`config.mk`:
```
export PLATFORM = sky130hd
export DESIGN_NAME = machine_timer_irq_flat
export DESIGN_NICKNAME = d
export VERILOG_FILES = /design/src/rtl/machine_timer_irq_if.sv /design/src/rtl/machine_timer_irq.sv /design/src/flat_wrapper.sv
export SDC_FILE = /design/constraint.sdc
export NUM_CORES = 1
export LEC_CHECK = 0
export CAP_MARGIN = 15
export CORE_MARGIN = 3
export CORE_UTILIZATION = 54
export CTS_BUF_LIST = sky130_fd_sc_hd__clkbuf_4 sky130_fd_sc_hd__clkbuf_8 sky130_fd_sc_hd__clkbuf_16
export DETAILED_ROUTE_END_ITERATION = 10
export PLACE_DENSITY = 0.83
export SYNTH_ARGS = -nofsm -noshare
export SYNTH_HDL_FRONTEND = slang
export SYNTH_SLANG_ARGS = --single-unit
```
`constraint.sdc`:
```
create_clock -name clock -period 2.6 [get_ports clock]
set_input_delay 0.39 -clock clock [delete_from_list [all_inputs] [get_ports clock]]
set_output_delay 0.39 -clock clock [all_outputs]
set_load 0.03 [all_outputs]
```
`src/rtl/machine_timer_irq_if.sv`:
```
// Single-cycle word bus between the load/store path and the machine timer block.
// The master drives requests; the slave answers one cycle later.
interface machine_timer_irq_if;
    logic        valid;
    logic        write;
    logic [2:0]  addr;
    logic [31:0] wdata;
    logic [31:0] rdata;
    logic        ready;

    modport master (
        output valid,
        output write,
        output addr,
        output wdata,
        input  rdata,
        input  ready
    );

    modport slave (
        input  valid,
        input  write,
        input  addr,
        input  wdata,
        output rdata,
        output ready
    );
endinterface

```
`src/rtl/machine_timer_irq.sv`:
```
// Machine-level interrupt source: mtime/mtimecmp timer, msip software bit and the
// external interrupt synchroniser feeding the CSR unit.
module machine_timer_irq #(
    parameter int unsigned PRESCALE = 1
) (
    input  logic                 clock,
    input  logic                 reset_n,
    input  logic                 clock_enable,
    machine_timer_irq_if.slave   bus,
    input  logic                 ext_irq_in,
    output logic                 irq_external,
    output logic                 irq_timer,
    output logic                 irq_software
);

    localparam logic [15:0] PcntLast = 16'(PRESCALE - 1);

    logic [15:0] pcnt_q, pcnt_d;
    logic [63:0] mtime_q, mtime_d;
    logic [63:0] mtimecmp_q, mtimecmp_d;
    logic        msip_q, msip_d;
    logic [31:0] rdata_q, rdata_d;
    logic        ready_q;
    logic        irq_timer_q;
    logic        s1_q, ext_q;
    logic        inc;
    logic        wr_req, rd_req;

    assign wr_req = bus.valid & bus.write;
    assign rd_req = bus.valid & ~bus.write;

    always_comb begin
        pcnt_d     = pcnt_q;
        inc        = 1'b0;
        if (clock_enable) begin
            if (pcnt_q == PcntLast) begin
                pcnt_d = '0;
                inc    = 1'b1;
            end else begin
                pcnt_d = pcnt_q + 16'd1;
            end
        end

        mtime_d    = inc ? mtime_q + 64'd1 : mtime_q;
        mtimecmp_d = mtimecmp_q;
        msip_d     = msip_q;

        // A bus write to mtime overrides this cycle's increment; no carry into the other half.
        if (wr_req) begin
            case (bus.addr)
                3'd0:    msip_d                = bus.wdata[0];
                3'd2:    mtimecmp_d[31:0]      = bus.wdata;
                3'd3:    mtimecmp_d[63:32]     = bus.wdata;
                3'd4:    mtime_d               = {mtime_q[63:32], bus.wdata};
                3'd5:    mtime_d               = {bus.wdata, mtime_q[31:0]};
                default: ;
            endcase
        end

        rdata_d = rdata_q;
        if (wr_req) begin
            rdata_d = '0;
        end else if (rd_req) begin
            case (bus.addr)
                3'd0:    rdata_d = {31'b0, msip_q};
                3'd2:    rdata_d = mtimecmp_q[31:0];
                3'd3:    rdata_d = mtimecmp_q[63:32];
                3'd4:    rdata_d = mtime_q[31:0];
                3'd5:    rdata_d = mtime_q[63:32];
                default: rdata_d = '0;
            endcase
        end
    end

    always_ff @(posedge clock or negedge reset_n) begin
        if (!reset_n) begin
            pcnt_q      <= '0;
            mtime_q     <= '0;
            mtimecmp_q  <= '1;
            msip_q      <= 1'b0;
            rdata_q     <= '0;
            ready_q     <= 1'b0;
            irq_timer_q <= 1'b0;
            s1_q        <= 1'b0;
            ext_q       <= 1'b0;
        end else begin
            pcnt_q      <= pcnt_d;
            mtime_q     <= mtime_d;
            mtimecmp_q  <= mtimecmp_d;
            msip_q      <= msip_d;
            rdata_q     <= rdata_d;
            ready_q     <= bus.valid;
            irq_timer_q <= (mtime_q >= mtimecmp_q);
            s1_q        <= ext_irq_in;
            ext_q       <= s1_q;
        end
    end

    assign bus.rdata    = rdata_q;
    assign bus.ready    = ready_q;
    assign irq_timer    = irq_timer_q;
    assign irq_software = msip_q;
    assign irq_external = ext_q;

endmodule

```
`src/flat_wrapper.sv`:
```
// flat-port wrapper written by rule: the top's interface ports become plain ports
module machine_timer_irq_flat 
#(
    parameter int unsigned PRESCALE = 1
)
  (clock, reset_n, clock_enable, ext_irq_in, irq_external, irq_timer, irq_software, bus_valid, bus_write, bus_addr, bus_wdata, bus_rdata, bus_ready);
  machine_timer_irq_if bus_i ();
  input  logic clock;
  input  logic reset_n;
  input  logic clock_enable;
  input  logic ext_irq_in;
  output logic irq_external;
  output logic irq_timer;
  output logic irq_software;
  input wire logic [$bits(bus_i.valid)-1:0] bus_valid;
  input wire logic [$bits(bus_i.write)-1:0] bus_write;
  input wire logic [$bits(bus_i.addr)-1:0] bus_addr;
  input wire logic [$bits(bus_i.wdata)-1:0] bus_wdata;
  output wire logic [$bits(bus_i.rdata)-1:0] bus_rdata;
  output wire logic [$bits(bus_i.ready)-1:0] bus_ready;
  assign bus_i.valid = bus_valid;
  assign bus_i.write = bus_write;
  assign bus_i.addr = bus_addr;
  assign bus_i.wdata = bus_wdata;
  assign bus_rdata = bus_i.rdata;
  assign bus_ready = bus_i.ready;
  machine_timer_irq #(.PRESCALE(PRESCALE)) u_core (.clock(clock), .reset_n(reset_n), .clock_enable(clock_enable), .bus(bus_i), .ext_irq_in(ext_irq_in), .irq_external(irq_external), .irq_timer(irq_timer), .irq_software(irq_software));
endmodule
```
After elaboration in Yosys (flattened, before gate mapping)
Cells that the tools add are included.
{"block": "totals", "regBits": 181, "output_inout_bits": 36, "word_cells": 38}
{"block": "classes", "add_sub_neg": 2, "magnitude_cmp": 1, "eq_ne": 6, "n_mux": 9, "bitwise": 3, "n_reduce_logical": 6}
{"operator": "$pmux 32 s5", "n": 1}
{"operator": "$mux 64", "n": 2}
{"operator": "$pmux 64 s2", "n": 1}
{"operator": "$add 64x1->64 const B", "n": 1}
{"operator": "$ge 64x64->1", "n": 1}
{"operator": "$mux 32", "n": 2}
{"operator": "$add 16x1->16 const B", "n": 1}
{"operator": "$logic_not 16->1", "n": 1}
{"operator": "$mux 16", "n": 1}
{"operator": "$eq 3x2->1 const B", "n": 2}
{"operator": "$eq 3x3->1 const B", "n": 2}
{"operator": "$reduce_and 2->1", "n": 3}
{"operator": "$ne 2x2->1 const B", "n": 2}
{"operator": "$logic_not 3->1", "n": 1}
{"operator": "$and 1x1->1", "n": 2}
{"operator": "$mux 1", "n": 2}
{"operator": "$reduce_bool 2->1", "n": 1}
{"operator": "$not 1->1", "n": 1}

Logic depth before layout (Yosys ltp)
Gate-level depths: netlist of the first run.
{"block": "depth", "word_depth": 6, "depth_mapped": 11, "ltp_nobuf": 8}

Worst setup path before layout of the first run
No wires, ideal clock.
{"block": "synth_timing", "path_kind": "register to register", "startpoint": "reg u_core.pcnt_q[0]", "endpoint": "reg u_core.mtime_q[36]", "setup_time_ns": 0.126, "t_arrival_ns": 2.314, "required_ns": 2.474, "path_slack_ns": 0.160, "path_stages_with_launch": 9, "path_cell_list": "dfrtp_1 inv_1 ha_1 nor4b_4 nand4_2 or4_4 or3_4 a21o_1 a221o_1"}
{"block": "synth_via", "elab_chain_len": 6}
{"element": "start: declaration", "line": "machine_timer_irq.sv:18", "text": "logic [15:0] pcnt_q, pcnt_d;"}
{"element": "start signal: assignment", "line": "machine_timer_irq.sv:87", "text": "pcnt_q <= pcnt_d;"}
{"element": "$logic_not 16->1 *", "line": "machine_timer_irq.sv:36", "text": "if (pcnt_q == PcntLast) begin"}
{"element": "$mux 1 *", "line": "machine_timer_irq.sv:36"}
{"element": "$mux 1 *", "line": "machine_timer_irq.sv:35", "text": "if (clock_enable) begin"}
{"element": "$mux 64 *", "line": "machine_timer_irq.sv:44", "text": "mtime_d = inc ? mtime_q + 64'd1 : mtime_q;"}
{"element": "$pmux 64 s2", "line": "machine_timer_irq.sv:50", "text": "case (bus.addr)"}
{"element": "$mux 64 *", "line": "machine_timer_irq.sv:49", "text": "if (wr_req) begin"}
{"element": "end signal: assignment", "line": "machine_timer_irq.sv:88", "text": "mtime_q <= mtime_d;"}
{"element": "end: declaration", "line": "machine_timer_irq.sv:19", "text": "logic [63:0] mtime_q, mtime_d;"}
Mark *: on every way between the ends. The rest lies on a longest branch, timed or not.
A chain may end at the register's enable or synchronous reset.

Worst setup path after layout of the first run
Ends and elaborated chain as after synthesis.

==> flow_metrics.py, run 1 <==
metrics = {
    "run_status": {
        "status": "finished, final reports clean",
    },
    "global_route": {
        "grt_remaining_overflow": 0,
        "grtUsageMet3_pct": 6.79,
        "first_pass_grt_wire_length_um": 54800,
        "top_usage_layer": "met2",
        "track_usage_pct": 31.5,
        "grt_use_met2_pct": 48.7,
        "antenna_found_initial": 2,
        "vias_in_the_first_global_route": 10248,
        "grt_max_degree": 66,
        "grt.met1_usage_pct": 43.5,
    },
    "floorplan": {
        "die_w_um": 148,
        "fp.dieH_um": 148,
        "placeableCoreArea_sq_mm": 0.0197,
        "boundaryPins": 77,
        "floorplan_die_area_sq_mm": 0.0220,
        "initial_utilization_pct": 55.6,
        "core.rowCount": 51,
    },
    "synth": {
        "synthCells": 1220,
        "yosys_warnings": 0,
        "fraction_of_registers_with_async_set_reset_pct": 100,
        "syn-mean-instance-area_sq_um": 8.98,
        "netlist_top_cells_count": "sky130_fd_sc_hd__nand2_1, sky130_fd_sc_hd__o21ai_0, sky130_fd_sc_hd__dfrtp_1",
        "syn-cell-area_sq_mm": 0.0110,
        "synthDistinctLibCells": 62,
        "synth_top_area_share_pct": 26.7,
        "ys_dominant_reg_cell": "sky130_fd_sc_hd__dfrtp_1",
        "share_of_synthesized_area_occupied_by_flip_flops_and_latches_pct": 42.1,
        "synth-edff-count": 0,
        "synth.area.top_cells": "sky130_fd_sc_hd__dfrtp_1, sky130_fd_sc_hd__dfstp_2, sky130_fd_sc_hd__ha_1",
        "synth_nets": 1328,
        "synthMostInstantiatedCell": "sky130_fd_sc_hd__nand2_1",
        "synth.ff_latch_count": 181,
        "synth_area_leader_cell": "sky130_fd_sc_hd__dfrtp_1",
    },
    "worst_setup_path": {
        "worstPathCellList": "inv_2, ha_4, nor4b_4, nand4_2, or4_4, or3_4, a21o_1, a221o_1",
        "crit_path_max_fanout": 4,
        "timing.setup.critical_path_class": "flip-flop to flip-flop",
        "rr_worst_depth": 8,
        "max_stage_delay_ns": 0.54,
        "critical_path.endpoint": "u_core.mtime_q[36]$_DFFE_PN0P_",
        "endpoint_kind": "flip-flop",
        "crit_required_ns": 2.92,
        "critical_path.startpoint_type": "flip-flop",
        "critPathTopFamily": "simple AND/OR/NAND/NOR gates",
        "worstSetupPathDepth": 8,
        "regToRegSetupSlack_ns": 0.04,
        "worst_ep_arrival_time_ns": 2.89,
        "cpMaxStageDelayCell": "sky130_fd_sc_hd__or4_4",
        "worst_setup_path_startpoint": "u_core.pcnt_q[0]$_DFFE_PN0P_",
        "critical_path_buf_inv_count": 1,
        "r2r_end": "u_core.mtime_q[36]$_DFFE_PN0P_",
        "worst_r2r_startpoint": "u_core.pcnt_q[0]$_DFFE_PN0P_",
    },
    "placed_design": {
        "place_congestion": 0.976,
        "detailedPlacementHpwl_um": 24700,
        "placement.cell_area_sq_mm": 0.0127,
        "numPortBuffers": 76,
        "placement.setup.worst_slack_ns": 0.00188,
    },
    "sta": {
        "finalHoldViolCount": 0,
        "fin_worst_setup_slack_ns": 0.0376,
        "timing_worst_slew_pin_value_ns": 0.656,
        "setup_viol": 0,
        "slew_headroom_pct": 56.2,
        "clock_skew_ns": 0.0104,
        "max_freq_ghz": 0.390,
        "period_minus_slack_ns": 2.56,
        "fin_hold_ws_ns": 0.353,
        "period_share_pct": 98.6,
        "timing_max_transition_violations_final": 0,
    },
    "power_and_ir_drop": {
        "netSwitchingPower_uw": 3710,
        "max-vdd-ir-drop_mv": 0.533,
        "power.clock.fraction_pct": 25.4,
        "internal_power_uw": 6540,
        "power.switching_fraction_pct": 36.2,
        "pwr-share-seq_pct": 40.1,
        "total_power_uw": 10300,
        "portion_of_total_power_attributed_to_combinational_logic_pct": 34.5,
        "power-per-cell-area_mw_per_mm2": 765,
        "power_leakage_uw": 0.00557,
    },
    "clocking": {
        "cts_tree": "yes",
        "cts_num_sinks": 181,
        "clock_tree.buffer_depth": 2,
        "clock_latency_ns": 0.44,
        "cts-root-buf": "sky130_fd_sc_hd__clkbuf_16",
        "clock_tree.htree_level_count": 4,
        "clock_input_transition_at_the_sequential_cells_of_the_worst_setup_and_hold_paths_ns": 0.07,
        "cts_made_buffers": 17,
    },
    "final_layout": {
        "syn_to_final_growth_pct": 22.3,
        "fin_util_pct": 68.0,
        "insertedDiodeCount": 0,
        "nNetsFinal": 1465,
        "layout-drive-gt1-share_pct": 17.5,
        "fin_area_sq_mm": 0.0134,
    },
    "routing": {
        "drt_drc_violations_left": 0,
        "drtIter0Drc": 1387,
        "routed-via-count": 10616,
        "post_drt_via_cell_ratio": 6.49,
        "avgRoutedWirePerCell_um": 21.2,
        "wirelength_um": 34600,
        "count_of_nets_left_with_antenna_violations_after_detail_routing": 0,
        "first_pass_iters": 8,
    },
    "run": {
        "drv_cap": 0,
    },
    "hold_path": {
        "min-delay-path-class": "flip-flop to flip-flop",
    },
}
cells in the final DEF, fill, tap and decap left out, drive strengths merged, types with 26 or more instances in the layout:
cell / count
nor3: 32
clkdlybuf4s50: 75
o21ai: 127
a21oi: 35
buf: 113
dfstp: 64
nand4: 51
nand2: 133
ha: 67
a22o: 34
o22ai: 37
dfrtp: 117
nand3: 46
a221oi: 32
nor4: 33
inv: 115
nor2: 26
state kept, by name (all words and copies together), names as in the netlist:
register / count
u_core.mtime_q: 64
u_core.irq_external: 1
u_core.mtimecmp_q: 64
u_core.irq_timer: 1
u_core.bus.rdata: 32
u_core.bus.ready: 1
u_core.s1_q: 1
u_core.pcnt_q: 16
u_core.irq_software: 1
metal layers:
metal	up-vias	routed length, um
li1	4792	-
met1	5019	14200
met2	667	15600
met3	134	3380
met4	4	1380
met5	-	22
area by class of cell:
cell class | count | area [sq um]
fill | 1514 | 6320
multi-input combinational | 855 | 5720
sequential | 181 | 4610
timing repair buffer | 189 | 1740
clock buffer | 20 | 448
inverter | 113 | 424
tap | 265 | 332
clock inverter | 12 | 131
metrics by stage:
stage	cells	setup TNS [ns]
2_1_floorplan	1220	0
3_3_place_gp	1595	0
3_5_place_dp	1595	0
4_1_cts	1629	0
5_1_grt	1635	-0.00451
6_report	1635	0
repair_timing:
action | 4_1_cts | 5_1_grt
gates cloned | 0 | 1
setup endpoints to repair | 2 | 8
pin swaps | 1 | 2
hold buffers | 1 | 0
setup buffers | 1 | 5
gates resized for setup | 2 | 7
endpoints found under the hold margin | 32 | 0
power by group through the flow:
stage | Clock [uW] | Combinational (uW) | Sequential [uW]
floorplan | 0 | 1880 | 4160
global placement | 0 | 3190 | 4090
detailed placement | 0 | 3280 | 4120
CTS | 2620 | 3350 | 4090
global route | 2750 | 3900 | 4170
finish | 2600 | 3540 | 4120
worst min-delay path by stage:
stage                                from                               to  slack (ns)  depth (start not counted)
floorplan                         reset_n  u_core.bus.rdata[0]$_DFFE_PN0P_        0.09                          0
global placement    u_core.s1_q$_DFF_PN0_    u_core.irq_external$_DFF_PN0_        0.34                          0
detailed placement  u_core.s1_q$_DFF_PN0_    u_core.irq_external$_DFF_PN0_        0.34                          0
CTS                 u_core.s1_q$_DFF_PN0_    u_core.irq_external$_DFF_PN0_        0.36                          0
global route        u_core.s1_q$_DFF_PN0_    u_core.irq_external$_DFF_PN0_        0.36                          0
finish              u_core.s1_q$_DFF_PN0_    u_core.irq_external$_DFF_PN0_        0.35                          0
cell families after synthesis:
family	synth area share (%)
muxes	0.845
buffers and inverters	6.61
DFF	42.1
adders and majority gates	7.65
xor gates and xnor gates	2.48
AOI/OAI and AO/OA	21.7
and+or+nand+nor	18.6
No activity file was read; power rests on OpenSTA's default activity.
==> run 2: changes to the inputs <==
- REMOVE_ABC_BUFFERS: unset -> 1
==> flow_metrics.py, run 2 (same netlist as run 1, synthesis figures left out) <==
metrics = {
    "run_status": {
        "status": "finished, final reports clean",
    },
    "power_and_ir_drop": {
        "netSwitchingPower_uw": 3880,
        "portion_of_total_power_attributed_to_combinational_logic_pct": 33.9,
        "total_power_uw": 10600,
        "power.clock.fraction_pct": 26.6,
        "power.switching_fraction_pct": 36.7,
        "power_leakage_uw": 0.00566,
        "max-vdd-ir-drop_mv": 0.488,
        "internal_power_uw": 6690,
        "pwr-share-seq_pct": 39.5,
        "power-per-cell-area_mw_per_mm2": 780,
    },
    "final_layout": {
        "fin_util_pct": 68.7,
        "layout-drive-gt1-share_pct": 18.2,
        "final_cell_mix": "sky130_fd_sc_hd__nand2_1, sky130_fd_sc_hd__o21ai_0, sky130_fd_sc_hd__dfrtp_1, sky130_fd_sc_hd__buf_4, sky130_fd_sc_hd__inv_1",
        "layout.cells.most_common": "sky130_fd_sc_hd__nand2_1",
        "nNetsFinal": 1476,
        "insertedDiodeCount": 0,
        "syn_to_final_growth_pct": 23.7,
        "post_layout_nonfiller_instances": 1646,
    },
    "worst_setup_path": {
        "crit_path_max_fanout": 5,
        "endpoint_kind": "flip-flop",
        "worst_ep_arrival_time_ns": 2.89,
        "crit_required_ns": 2.92,
        "timing.setup.critical_path_class": "flip-flop to flip-flop",
        "critical_path.startpoint_type": "flip-flop",
    },
    "floorplan": {
        "fp.dieH_um": 148,
        "boundaryPins": 77,
        "core.rowCount": 51,
        "placeableCoreArea_sq_mm": 0.0197,
        "die_w_um": 148,
        "floorplan_die_area_sq_mm": 0.0220,
        "initial_utilization_pct": 55.6,
    },
    "sta": {
        "timing_worst_slew_pin_value_ns": 0.539,
        "period_share_pct": 98.5,
        "max_freq_ghz": 0.391,
        "finalHoldViolCount": 0,
        "fin_worst_setup_slack_ns": 0.0394,
        "setup_viol": 0,
        "timing_max_transition_violations_final": 0,
        "slew_headroom_pct": 63.8,
        "clock_skew_ns": 0.0108,
        "period_minus_slack_ns": 2.56,
    },
    "clocking": {
        "cts-root-buf": "sky130_fd_sc_hd__clkbuf_16",
        "clock_latency_ns": 0.44,
        "clock_tree.htree_level_count": 4,
        "cts_num_sinks": 181,
        "cts_made_buffers": 17,
        "clock_tree.buffer_depth": 2,
        "cts_tree": "yes",
        "clock_input_transition_at_the_sequential_cells_of_the_worst_setup_and_hold_paths_ns": 0.07,
    },
    "placed_design": {
        "place_inst": 1606,
        "place_congestion": 1.00,
        "placement.setup.worst_slack_ns": -0.0484,
        "numPortBuffers": 76,
        "detailedPlacementHpwl_um": 26800,
    },
    "routing": {
        "post_drt_via_cell_ratio": 6.55,
        "avgRoutedWirePerCell_um": 22.5,
        "drtIter0Drc": 1447,
        "drt_drc_violations_left": 0,
        "wirelength_um": 37000,
        "first_pass_iters": 6,
        "count_of_nets_left_with_antenna_violations_after_detail_routing": 0,
        "routed-via-count": 10779,
    },
    "global_route": {
        "first_pass_grt_wire_length_um": 58400,
        "track_usage_pct": 33.8,
        "grt_max_degree": 65,
        "vias_in_the_first_global_route": 10466,
        "antenna_found_initial": 0,
        "grt_remaining_overflow": 0,
    },
    "run": {
        "drv_cap": 0,
    },
    "hold_path": {
        "min-delay-path-class": "flip-flop to flip-flop",
    },
}
[run 2: cell types whose count changed in the layout (fill, tap and decap cells not counted), sizes merged]
cell      previous run  this run
bufinv               2         3
and4                12        11
buf                113       125
clkinvlp             4         1
inv                115       117
[run 2: power by group through the flow]
| stage | sequential [uW] | clock (uW) | combinational (uW) |
|---|---|---|---|
| floorplan | 4180 | 0 | 1810 |
| global placement | 4140 | 0 | 3210 |
| detailed placement | 4180 | 0 | 3320 |
| CTS | 4140 | 2850 | 3400 |
| global route | 4230 | 2960 | 3930 |
| finish | 4180 | 2820 | 3580 |
[run 2: metrics by stage]
step / TNS (ns) / area [sq um] / hold slack [ns]
after CTS: 0 / 13500 / 0.354
after floorplan: -233.66 / 10700 / 0.0944
final: 0 / 13600 / 0.352
after global placement: 0 / 12800 / 0.291
after global routing: -0.108 / 13600 / 0.366
after detailed placement: -0.0484 / 12800 / 0.286
[run 2: path summary, 6_finish.rpt]
check | slack (ns) | depth (start not counted) | end | from
worst max-delay path | 0.04 | 8 | u_core.mtime_q[36]$_DFFE_PN0P_ | u_core.pcnt_q[0]$_DFFE_PN0P_
worst min-delay path | 0.35 | 0 | u_core.irq_external$_DFF_PN0_ | u_core.s1_q$_DFF_PN0_
worst max register to register | 0.04 | 8 | u_core.mtime_q[36]$_DFFE_PN0P_ | u_core.pcnt_q[0]$_DFFE_PN0P_
worst min register to register | 0.35 | 0 | u_core.irq_external$_DFF_PN0_ | u_core.s1_q$_DFF_PN0_
max in group asynchronous | 1.43 | 3 | u_core.mtimecmp_q[8]$_DFFE_PN1P_ | reset_n
min in group asynchronous | 0.39 | 2 | u_core.mtime_q[25]$_DFFE_PN0P_ | reset_n
[run 2: per-layer routing]
| layer | vias to the layer above | routed length, um | track usage, % |
|---|---|---|---|
| li1 | 4814 | - | - |
| met1 | 5197 | 15600 | 48.5 |
| met2 | 666 | 16600 | 51.9 |
| met3 | 102 | 3790 | 7.34 |
| met4 | 0 | 970 | 9.75 |
| met5 | - | 0 | 0 |
[run 2: cell type report]
class	count	area, sq um
fillers	1511	6160
multi-input cells	854	5710
clock inverters	12	169
flip-flops and latches	181	4610
inverters	113	424
well taps	265	332
repair buffers	201	1850
clock buffers	20	460
[run 2: critical path: stages, from the launching register on]
cell and delay, ns:
sky130_fd_sc_hd__dfrtp_1 0.42, sky130_fd_sc_hd__inv_2 0.11, sky130_fd_sc_hd__ha_4 0.14, sky130_fd_sc_hd__nor4b_4 0.23
sky130_fd_sc_hd__nand4_2 0.17, sky130_fd_sc_hd__or4_4 0.56, sky130_fd_sc_hd__or3_4 0.36, sky130_fd_sc_hd__a21o_1 0.18
sky130_fd_sc_hd__a221o_1 0.28
[run 2: repair_timing]
action                                 4_1_cts  5_1_grt
endpoints found under the hold margin       16        0
hold buffers                                 1        0
pin swaps                                    2        4
buffers inserted                             1        6
resized for setup                            1        8
setup endpoints to repair                    3       22
